<file path="config.mk">
export PLATFORM = sky130hd
export DESIGN_NAME = phy_tx_serializer_flat
export DESIGN_NICKNAME = d
export VERILOG_FILES = /design/src/rtl/phy_tx_serializer_if.sv /design/src/rtl/phy_tx_serializer.sv /design/src/flat_wrapper.sv
export SDC_FILE = /design/constraint.sdc
export NUM_CORES = 1
export LEC_CHECK = 0
export ABC_AREA = 1
export BUFFER_PORTS_ARGS = -buffer_cell sky130_fd_sc_hd__buf_2
export CAP_MARGIN = 20
export CELL_PAD_IN_SITES_DETAIL_PLACEMENT = 1
export CELL_PAD_IN_SITES_GLOBAL_PLACEMENT = 1
export CORE_AREA = 8 8 83 85
export DETAILED_ROUTE_END_ITERATION = 12
export DIE_AREA = 0 0 91 93
export PLACE_DENSITY = 0.81
export SYNTH_ARGS = -nofsm -noshare
export SYNTH_HDL_FRONTEND = slang
export SYNTH_SLANG_ARGS = --single-unit
</file>
<file path="constraint.sdc">
create_clock -name clk_32f -period 3.73 [get_ports clk_32f]
set_input_delay 1.119 -clock clk_32f [delete_from_list [all_inputs] [get_ports clk_32f]]
set_output_delay 1.119 -clock clk_32f [all_outputs]
set_load 0.1 [all_outputs]
</file>
<file path="src/rtl/phy_tx_serializer_if.sv">
// Lane bus feeding the PHY transmit serializer: four bytes and their valids.
// The producer drives through the master modport; the serializer samples the
// bus through the slave modport once per frame.
interface phy_tx_serializer_if;
  logic [7:0] data_in_0;
  logic [7:0] data_in_1;
  logic [7:0] data_in_2;
  logic [7:0] data_in_3;
  logic       valid_in_0;
  logic       valid_in_1;
  logic       valid_in_2;
  logic       valid_in_3;

  modport master (
    output data_in_0, data_in_1, data_in_2, data_in_3,
    output valid_in_0, valid_in_1, valid_in_2, valid_in_3
  );

  modport slave (
    input data_in_0, data_in_1, data_in_2, data_in_3,
    input valid_in_0, valid_in_1, valid_in_2, valid_in_3
  );
endinterface

</file>
<file path="src/rtl/phy_tx_serializer.sv">
// PHY transmit serializer. Emits 32-bit frames (lanes 0..3, MSB first) on
// clk_32f. After reset it sends SYNC_FRAMES all-comma frames so the receiver
// can lock, then sends sampled lane bytes, with IDLE in place of any lane whose
// valid is low. Lane inputs are sampled only at the frame capture edge.
module phy_tx_serializer #(
  parameter int unsigned SYNC_FRAMES = 1,
  parameter logic [7:0]  COMMA       = 8'hBC,
  parameter logic [7:0]  IDLE        = 8'h7C
) (
  input  logic                 clk_32f,
  input  logic                 reset_L,
  phy_tx_serializer_if.slave   lanes,
  output logic                 data_out,
  output logic                 active,
  output logic                 load
);

  localparam logic [3:0] SYNC_LIM = 4'(SYNC_FRAMES);

  typedef enum logic {ST_SYNC, ST_ACTIVE} state_t;

  state_t          state_q, state_d;
  logic [2:0]      bit_cnt_q, bit_cnt_d;
  logic [1:0]      lane_cnt_q, lane_cnt_d;
  logic [3:0]      sync_cnt_q, sync_cnt_d;
  logic [7:0]      shift_q, shift_d;
  logic [3:0][7:0] hold_q, hold_d;
  logic            data_out_q, data_out_d;
  logic            active_q, active_d;
  logic            load_q, load_d;

  logic            capture;
  logic [7:0]      next_byte;

  // A frame boundary: the first bit of lane 0 is about to be launched.
  assign capture = (bit_cnt_q == 3'd0) && (lane_cnt_q == 2'd0);

  // Next-state: frame counters, sync/active decision, lane capture and bit shifting.
  always_comb begin
    state_d    = state_q;
    bit_cnt_d  = bit_cnt_q + 3'd1;
    lane_cnt_d = lane_cnt_q;
    sync_cnt_d = sync_cnt_q;
    shift_d    = shift_q;
    hold_d     = hold_q;
    data_out_d = data_out_q;
    active_d   = active_q;
    load_d     = (bit_cnt_q == 3'd7) && (lane_cnt_q == 2'd3);
    next_byte  = hold_q[lane_cnt_q];

    if (bit_cnt_q == 3'd7) begin
      lane_cnt_d = lane_cnt_q + 2'd1;
    end

    if (capture) begin
      if ((state_q == ST_SYNC) && (sync_cnt_q < SYNC_LIM)) begin
        // Comma frame: lane inputs are deliberately ignored.
        hold_d     = {4{COMMA}};
        sync_cnt_d = sync_cnt_q + 4'd1;
      end else begin
        state_d   = ST_ACTIVE;
        active_d  = 1'b1;
        hold_d[0] = lanes.valid_in_0 ? lanes.data_in_0 : IDLE;
        hold_d[1] = lanes.valid_in_1 ? lanes.data_in_1 : IDLE;
        hold_d[2] = lanes.valid_in_2 ? lanes.data_in_2 : IDLE;
        hold_d[3] = lanes.valid_in_3 ? lanes.data_in_3 : IDLE;
      end
      // The lane 0 byte leaves on the capture edge itself, so bypass the holding register.
      next_byte = hold_d[0];
    end

    if (bit_cnt_q == 3'd0) begin
      data_out_d = next_byte[7];
      shift_d    = next_byte;
    end else begin
      // shift_q[7] is already on the line; shift left so the next bit sits at [6].
      data_out_d = shift_q[6];
      shift_d    = {shift_q[6:0], 1'b0};
    end
  end

  // Control state: FSM state and frame/sync counters.
  always_ff @(posedge clk_32f or negedge reset_L) begin
    if (!reset_L) begin
      state_q    <= ST_SYNC;
      bit_cnt_q  <= 3'd0;
      lane_cnt_q <= 2'd0;
      sync_cnt_q <= 4'd0;
    end else begin
      state_q    <= state_d;
      bit_cnt_q  <= bit_cnt_d;
      lane_cnt_q <= lane_cnt_d;
      sync_cnt_q <= sync_cnt_d;
    end
  end

  // Datapath and registered outputs; a mid-frame reset drops the byte in flight.
  always_ff @(posedge clk_32f or negedge reset_L) begin
    if (!reset_L) begin
      shift_q    <= 8'd0;
      hold_q     <= '0;
      data_out_q <= 1'b0;
      active_q   <= 1'b0;
      load_q     <= 1'b0;
    end else begin
      shift_q    <= shift_d;
      hold_q     <= hold_d;
      data_out_q <= data_out_d;
      active_q   <= active_d;
      load_q     <= load_d;
    end
  end

  assign data_out = data_out_q;
  assign active   = active_q;
  assign load     = load_q;

endmodule

</file>
<file path="src/flat_wrapper.sv">
// flat-port wrapper written by rule: the top's interface ports become plain ports
module phy_tx_serializer_flat 
#(
  parameter int unsigned SYNC_FRAMES = 1,
  parameter logic [7:0]  COMMA       = 8'hBC,
  parameter logic [7:0]  IDLE        = 8'h7C
)
  (clk_32f, reset_L, data_out, active, load, lanes_data_in_0, lanes_data_in_1, lanes_data_in_2, lanes_data_in_3, lanes_valid_in_0, lanes_valid_in_1, lanes_valid_in_2, lanes_valid_in_3);
  phy_tx_serializer_if lanes_i ();
  input  logic clk_32f;
  input  logic reset_L;
  output logic data_out;
  output logic active;
  output logic load;
  input wire logic [$bits(lanes_i.data_in_0)-1:0] lanes_data_in_0;
  input wire logic [$bits(lanes_i.data_in_1)-1:0] lanes_data_in_1;
  input wire logic [$bits(lanes_i.data_in_2)-1:0] lanes_data_in_2;
  input wire logic [$bits(lanes_i.data_in_3)-1:0] lanes_data_in_3;
  input wire logic [$bits(lanes_i.valid_in_0)-1:0] lanes_valid_in_0;
  input wire logic [$bits(lanes_i.valid_in_1)-1:0] lanes_valid_in_1;
  input wire logic [$bits(lanes_i.valid_in_2)-1:0] lanes_valid_in_2;
  input wire logic [$bits(lanes_i.valid_in_3)-1:0] lanes_valid_in_3;
  assign lanes_i.data_in_0 = lanes_data_in_0;
  assign lanes_i.data_in_1 = lanes_data_in_1;
  assign lanes_i.data_in_2 = lanes_data_in_2;
  assign lanes_i.data_in_3 = lanes_data_in_3;
  assign lanes_i.valid_in_0 = lanes_valid_in_0;
  assign lanes_i.valid_in_1 = lanes_valid_in_1;
  assign lanes_i.valid_in_2 = lanes_valid_in_2;
  assign lanes_i.valid_in_3 = lanes_valid_in_3;
  phy_tx_serializer #(.SYNC_FRAMES(SYNC_FRAMES), .COMMA(COMMA), .IDLE(IDLE)) u_core (.clk_32f(clk_32f), .reset_L(reset_L), .lanes(lanes_i), .data_out(data_out), .active(active), .load(load));
endmodule
</file>
==> metrics.md, run 1 <==
| Metric | Value |
|---|---|
| Finished Cell Area | 0.00279 sq mm |
| Internal power | 0.778 mW |
| M2 GR Usage | 31.9% |
| Initial Utilization | 42.9% |
| CTS max path bufs | 2 |
| Seq pwr share | 56.9% |
| Boundary pin count | 41 |
| DP Area | 0.00269 sq mm |
| Avg Vias per Cell | 5.05 |
| Worst path required time | 3980 ps |
| RSZ-0062 raised after global routing | false |
| R2R setup slack | 1500 ps |
| Worst Path Arrival | 2480 ps |
| Vias in the first global route | 2288 |
| Comb pwr share | 8.6% |
| Largest net degree at the start of global routing | 27 |
| Outcome | complete, no violations |
| Die Y-Extent | 93 microns |
| DP Wirelength | 5120 microns |
| RR Endpoint | u_core.shift_q[1] |
| Post-synthesis compound-gate area fraction | 12.0% |
| Pre-Repair DR Iteration Count | 4 |
| H-tree level count | 2 |
| Reg-to-Reg Start | u_core.lane_cnt_q[0] |
| Hold Path End | u_core.sync_cnt_q[3] |
| Setup slack after layout | 1500 ps |
| Die width | 91 microns |
| Total setup buffers inserted after CTS | 0 |
| Cell area after synthesis | 0.00244 sq mm |
| Clk_lat worst skew | 310 ps |
| Port Buffers | 40 |
| WL/cell | 16.7 microns |
| R2R depth | 8 |
| Core footprint | 0.00568 sq mm |
| Clock-pin slew on the worst setup and hold paths | 90 ps |
| Hold depth | 0 |
| Most frequent cells in the layout | nand2_1 (80), dfrtp_1 (51), buf_2 (40), inv_1 (34), nor2_1 (25) |
| Layout area overhead | 14.4% |
| PD cells | 368 mW/mm^2 |
| Final Slew Violations | 0 |
| Setup TNS Final | 0 ps |
| Total Wirelength | 6680 microns |
| Startpoint Class | flip-flop |
| Beginning of the worst hold path | u_core.sync_cnt_q[3] |
| Net Sw Frac | 24.1% |
| Gate Count Post-Synth | 284 |
| P_leak | 1.49 nW |
| Final Cycle Share | 59.8% |
| Sequential-to-total area share from yosys stat | 52.4% |
| Met3 GRT Util | 2.88% |
| Fmax | 448 MHz |
| HP Class | reg -> reg |
| # resized after CTS | 0 |
| WHS | 445 ps |
| Clock Power Share | 34.6% |
| Initial drt markers | 103 |
| Share of layout cells above drive strength 1 | 18.8% |
| Antenna viol nets, final | 0 |
| Most common cell after layout, fill and taps aside | nand2_1 |
| Crit. End Element | flip-flop |
| Initial antenna violation count | 0 |
| Clock skew | 2.14 ps |
| MaxCap Viol Count | 0 |
| Root Buffer | clkbuf_8 |
| Post-synthesis mux area share | 0% |
| # setup viols final | 0 |
| Worst vdd ir | 0.167 mV |
| Antenna cells | 0 |
| Synth Area in XOR/XNOR | 0.719% |
| CTS tree | done |
| Row count | 28 |
| Tot GR Track Use | 16.9% |
| Adder-Cell Fraction of Synth Area | 3.60% |
| Pre-CTS WS | 1500 ps |
| Crit Path Max Fanout | 23 |
| Post-synthesis register bit count | 51 |
| # fillers | 734 |
| Remaining Overflow, GRT | 0 |
| Top Usage Layer GRT | met2 |
| Least-Margin Pin Slew | 682 ps |
| Main combinational cell family by area after synthesis | simple AND/OR/NAND/NOR gates |
| First-pass GRT wire length | 11200 microns |
| Post-layout min period | 2230 ps |
| Simple-gate share of the synthesized area | 22.9% |
| Yosys warns | 0 |
| GPL Wtd Cong | 0.786 |
| Fin nets | 369 |
| Final hold vios | 0 |
| Vias | 2019 |
| Synth cell types | 26 |
| Power dissipated by switching net loads | 0.247 mW |
| Syn Nets | 329 |
| Post-Synthesis Mean Instance Area | 8.58 sq um |
| Critical path type | reg -> reg |
| Fin util | 49.1% |
| M1 GR Usage | 18.6% |
| CTS Hold Buffers Added | 0 |
| Inserted Clock Buffers | 5 |
| Max_slew headroom | 54.6% |
| DRC Markers | 0 |
| Die footprint | 0.00846 sq mm |
| Clock sinks | 51 |
flip-flops by register name (all words and copies together), names as in the netlist:
name / cells
u_core.state_q: 1
u_core.lane_cnt_q: 2
u_core.load: 1
u_core.hold_q: 32
u_core.bit_cnt_q: 3
u_core.shift_q: 7
u_core.sync_cnt_q: 4
u_core.data_out: 1
final cells by class:
type                    count  area (sq um)  share of cell area [%]
multi-input cells         186           953                    34.2
repair buffers             42           215                    7.72
inverters                  38           148                    5.30
flip-flops and latches     51          1280                    45.8
well taps                  75          93.8                    3.37
clock buffers               8           100                    3.59
critical path, stage by stage, from the launching register on:
cell and delay [ps]:
dfrtp_1 640, inv_2 310, ha_1 220, inv_1 110, nor2_8 300, nand2_4 140
inv_4 200, nand3_1 130, nand3_1 110
synthesized netlist by cell type:
cell type  number  share of area [%]
o21ai_1         2               0.41
nand3_4         1               0.72
nand2_4         2               0.92
inv_4           2               0.51
a2bb2oi_1       2               0.72
a22oi_1         9                2.8
nand2_1        80                 12
clkbuf_1        1               0.15
a21oi_1        14                2.9
ha_1            7                3.6
inv_2           2               0.31
dfrtp_1        51                 52
a31o_2          1               0.36
inv_1          34                5.2
nor2_8          1               0.82
nor2_1         25                3.9
xor2_1          2               0.72
buf_2           5                1.0
a22oi_2         1               0.51
nand3_1        17                3.5
o21ai_0        18                3.7
buf_6           2               0.92
nor2_4          1               0.46
or2_2           1               0.26
o211ai_1        2               0.62
buf_4           1               0.31
worst max-delay path by stage:
stage | start | to | slack [ps] | depth (start not counted)
6_report | u_core.lane_cnt_q[0] | u_core.shift_q[1] | 1500 | 8
2_1_floorplan | u_core.state_q | active | 1710 | 0
4_1_cts | u_core.lane_cnt_q[0] | u_core.shift_q[0] | 1480 | 8
3_5_place_dp | u_core.lane_cnt_q[0] | u_core.shift_q[0] | 1500 | 8
3_3_place_gp | u_core.lane_cnt_q[0] | u_core.shift_q[1] | 1650 | 8
5_1_grt | u_core.lane_cnt_q[0] | u_core.shift_q[1] | 1260 | 8
power groups by stage:
stage / registers [mW] / logic, mW / clock network (mW)
floorplan: 0.595 / 0.0366 / 0
detailed placement: 0.594 / 0.0890 / 0
global placement: 0.593 / 0.0848 / 0
CTS: 0.583 / 0.0899 / 0.360
global route: 0.585 / 0.0998 / 0.376
finish: 0.583 / 0.0879 / 0.354
cell families (layout without fill, tap and decap cells):
family / Yosys count / after routing
fa+ha+maj: 7 / 7
buf+inv: 47 / 88
flops: 51 / 51
compound gates: 49 / 49
simple gates: 128 / 128
xor+xnor: 2 / 2
per-layer routing:
metal,vias to the layer above,routed length (microns)
met1,1016,2760
met5,-,0
li1,975,-
met3,5,153
met4,0,90
met2,23,3670
per-stage QoR:
step | instances | power (mW)
6_report | 400 | 1.03
5_1_grt | 400 | 1.06
4_1_cts | 400 | 1.03
3_5_place_dp | 392 | 0.683
3_3_place_gp | 392 | 0.678
2_1_floorplan | 284 | 0.631
(Power assumes the default switching activity.)
==> run 2: changes to the inputs <==
--- a/config.mk
+++ b/config.mk
@@ -10,10 +10,10 @@
 export CAP_MARGIN = 20
 export CELL_PAD_IN_SITES_DETAIL_PLACEMENT = 1
 export CELL_PAD_IN_SITES_GLOBAL_PLACEMENT = 1
-export CORE_AREA = 8 8 83 85
+export CORE_AREA = 8 8 87 89
 export DETAILED_ROUTE_END_ITERATION = 12
-export DIE_AREA = 0 0 91 93
-export PLACE_DENSITY = 0.81
+export DIE_AREA = 0 0 95 97
+export PLACE_DENSITY = 0.74
 export SYNTH_ARGS = -nofsm -noshare
 export SYNTH_HDL_FRONTEND = slang
 export SYNTH_SLANG_ARGS = --single-unit
==> constraint.sdc (replaced) <==
create_clock -name clk_32f -period 2.23 [get_ports clk_32f]
set_input_delay 0.669 -clock clk_32f [delete_from_list [all_inputs] [get_ports clk_32f]]
set_output_delay 0.669 -clock clk_32f [all_outputs]
set_load 0.1 [all_outputs]
==> run 2 against run 1 <==
  * Clock skew up 6.0 ps
  * Sequential share of layout area down 0.25 points
  * Fmax up 14%
  * Setup slack worse by 1200 ps
  * Critical path type unchanged
  * Largest power group unchanged
  * Highest routed layer unchanged
==> metrics.md, run 2 (synthesis results as in run 1) <==
| Metric | Value |
|---|---|
| Final hold vios | 0 |
| Die width | 95 microns |
| Avg Vias per Cell | 4.90 |
| Clock sinks | 51 |
| # setup viols final | 0 |
| First-pass GRT wire length | 10700 microns |
| Row count | 29 |
| M2 GR Usage | 24.8% |
| Layout area overhead | 15.0% |
| Seq pwr share | 57.3% |
| Worst path required time | 2470 ps |
| Critical path type | reg -> reg |
| Pre-Repair DR Iteration Count | 4 |
| Fin nets | 369 |
| Tot GR Track Use | 14.7% |
| MaxCap Viol Count | 0 |
| Vias in the first global route | 2205 |
| Crit Path Max Fanout | 19 |
| Comb pwr share | 8.4% |
| CTS tree | done |
| Outcome | complete, no violations |
| Power dissipated by switching net loads | 0.398 mW |
| DRC Markers | 0 |
| Initial Utilization | 39.3% |
| Pre-CTS WS | 308 ps |
| Boundary pin count | 41 |
| Antenna cells | 0 |
| H-tree level count | 2 |
| Biggest register | u_core.hold_q |
| Worst vdd ir | 0.309 mV |
| Largest net degree at the start of global routing | 52 |
| Core footprint | 0.00620 sq mm |
| Crit. End Element | flip-flop |
| GPL Wtd Cong | 0.734 |
| Most frequent cells in the layout | nand2_1 (80), dfrtp_1 (51), buf_2 (40), inv_1 (34), nor2_1 (25) |
| Final Slew Violations | 0 |
| Clk_lat worst skew | 300 ps |
| # fillers | 762 |
| Inserted Clock Buffers | 5 |
| Clock-pin slew on the worst setup and hold paths | 90 ps |
| # resized after CTS | 0 |
| Antenna viol nets, final | 0 |
| Internal power | 1.30 mW |
| DP Wirelength | 4680 microns |
| Die footprint | 0.00922 sq mm |
| Max_slew headroom | 67.4% |
| Clock Power Share | 34.3% |
| Met3 GRT Util | 3.40% |
| Top Usage Layer GRT | met2 |
| Fmax | 511 MHz |
| Least-Margin Pin Slew | 492 ps |
| Post-layout min period | 1960 ps |
| CTS max path bufs | 2 |
| Final Cycle Share | 87.7% |
| CTS Hold Buffers Added | 0 |
| Root Buffer | clkbuf_8 |
| Clock skew | 8.17 ps |
| Worst Path Arrival | 2200 ps |
| Setup slack after layout | 274 ps |
| Max reg flops | 32 |
| Startpoint Class | flip-flop |
| PD cells | 607 mW/mm^2 |
| Remaining Overflow, GRT | 0 |
| Port Buffers | 40 |
| Total setup buffers inserted after CTS | 0 |
| Setup TNS Final | 0 ps |
| Share of layout cells above drive strength 1 | 18.8% |
| M1 GR Usage | 18.2% |
| Initial antenna violation count | 0 |
| Die Y-Extent | 97 microns |
| RSZ-0062 raised after global routing | false |
| Initial drt markers | 81 |
| Net Sw Frac | 23.4% |
| Vias | 1969 |
| Most common cell after layout, fill and taps aside | nand2_1 |
| P_leak | 1.50 nW |
| Largest regs | u_core.hold_q: 32 flops, u_core.shift_q: 7 flops, u_core.sync_cnt_q: 4 flops |
| WL/cell | 15.3 microns |
| Total Wirelength | 6170 microns |
| HP Class | in -> async |
| Fin util | 45.2% |
==> run 2: area by class of cell <==
type	instances	area [sq um]	share of cell area (%)
Sequential cell	51	1280	45.6
Clock buffer	8	100	3.57
Inverter	38	148	5.27
Tap cell	77	96.3	3.44
Multi-Input combinational cell	186	953	34.0
Timing Repair Buffer	42	228	8.13
==> run 2: critical path, cell delays in order, from the launching register on <==
cell     delay, ps
dfrtp_1        520
inv_2          200
ha_1           190
inv_1          100
nor2_8         310
nand2_4        150
inv_4          200
nand3_1        120
nand3_1        100
==> run 2: per-layer routing <==
metal / wire (microns) / part of all wire (%)
met2: 3140 / 51
met5: 0 / 0
met3: 198 / 3.2
met4: 69 / 1.1
met1: 2760 / 45
==> run 2: worst paths after layout <==
check	end	start	cells after the start	slack (ps)
worst max-delay path	u_core.shift_q[1]	u_core.lane_cnt_q[1]	8	270
max in group asynchronous	u_core.hold_q[22]	reset_L	2	1650
worst min register to register	u_core.bit_cnt_q[0]	u_core.bit_cnt_q[0]	1	450
worst min-delay path	u_core.hold_q[17]	reset_L	2	330
min in group clk_32f	u_core.bit_cnt_q[0]	u_core.bit_cnt_q[0]	1	450
worst max register to register	u_core.shift_q[1]	u_core.lane_cnt_q[1]	8	270
==> run 2: through the flow <==
step | area, sq um | hold WS [ps] | power, mW | instances
global placement | 2700 | 423 | 1.13 | 394
finish | 2800 | 331 | 1.70 | 402
global route | 2800 | 360 | 1.78 | 402
floorplan | 2440 | 373 | 1.06 | 284
CTS | 2800 | 350 | 1.73 | 402
detailed placement | 2700 | 436 | 1.14 | 394
==> run 2: power groups by stage <==
stage	Clock [mW]	Combinational, mW	Sequential, mW
2_1_floorplan	0	0.0612	0.995
3_5_place_dp	0	0.147	0.993
3_3_place_gp	0	0.143	0.991
4_1_cts	0.604	0.148	0.975
6_report	0.584	0.143	0.974
5_1_grt	0.636	0.167	0.978
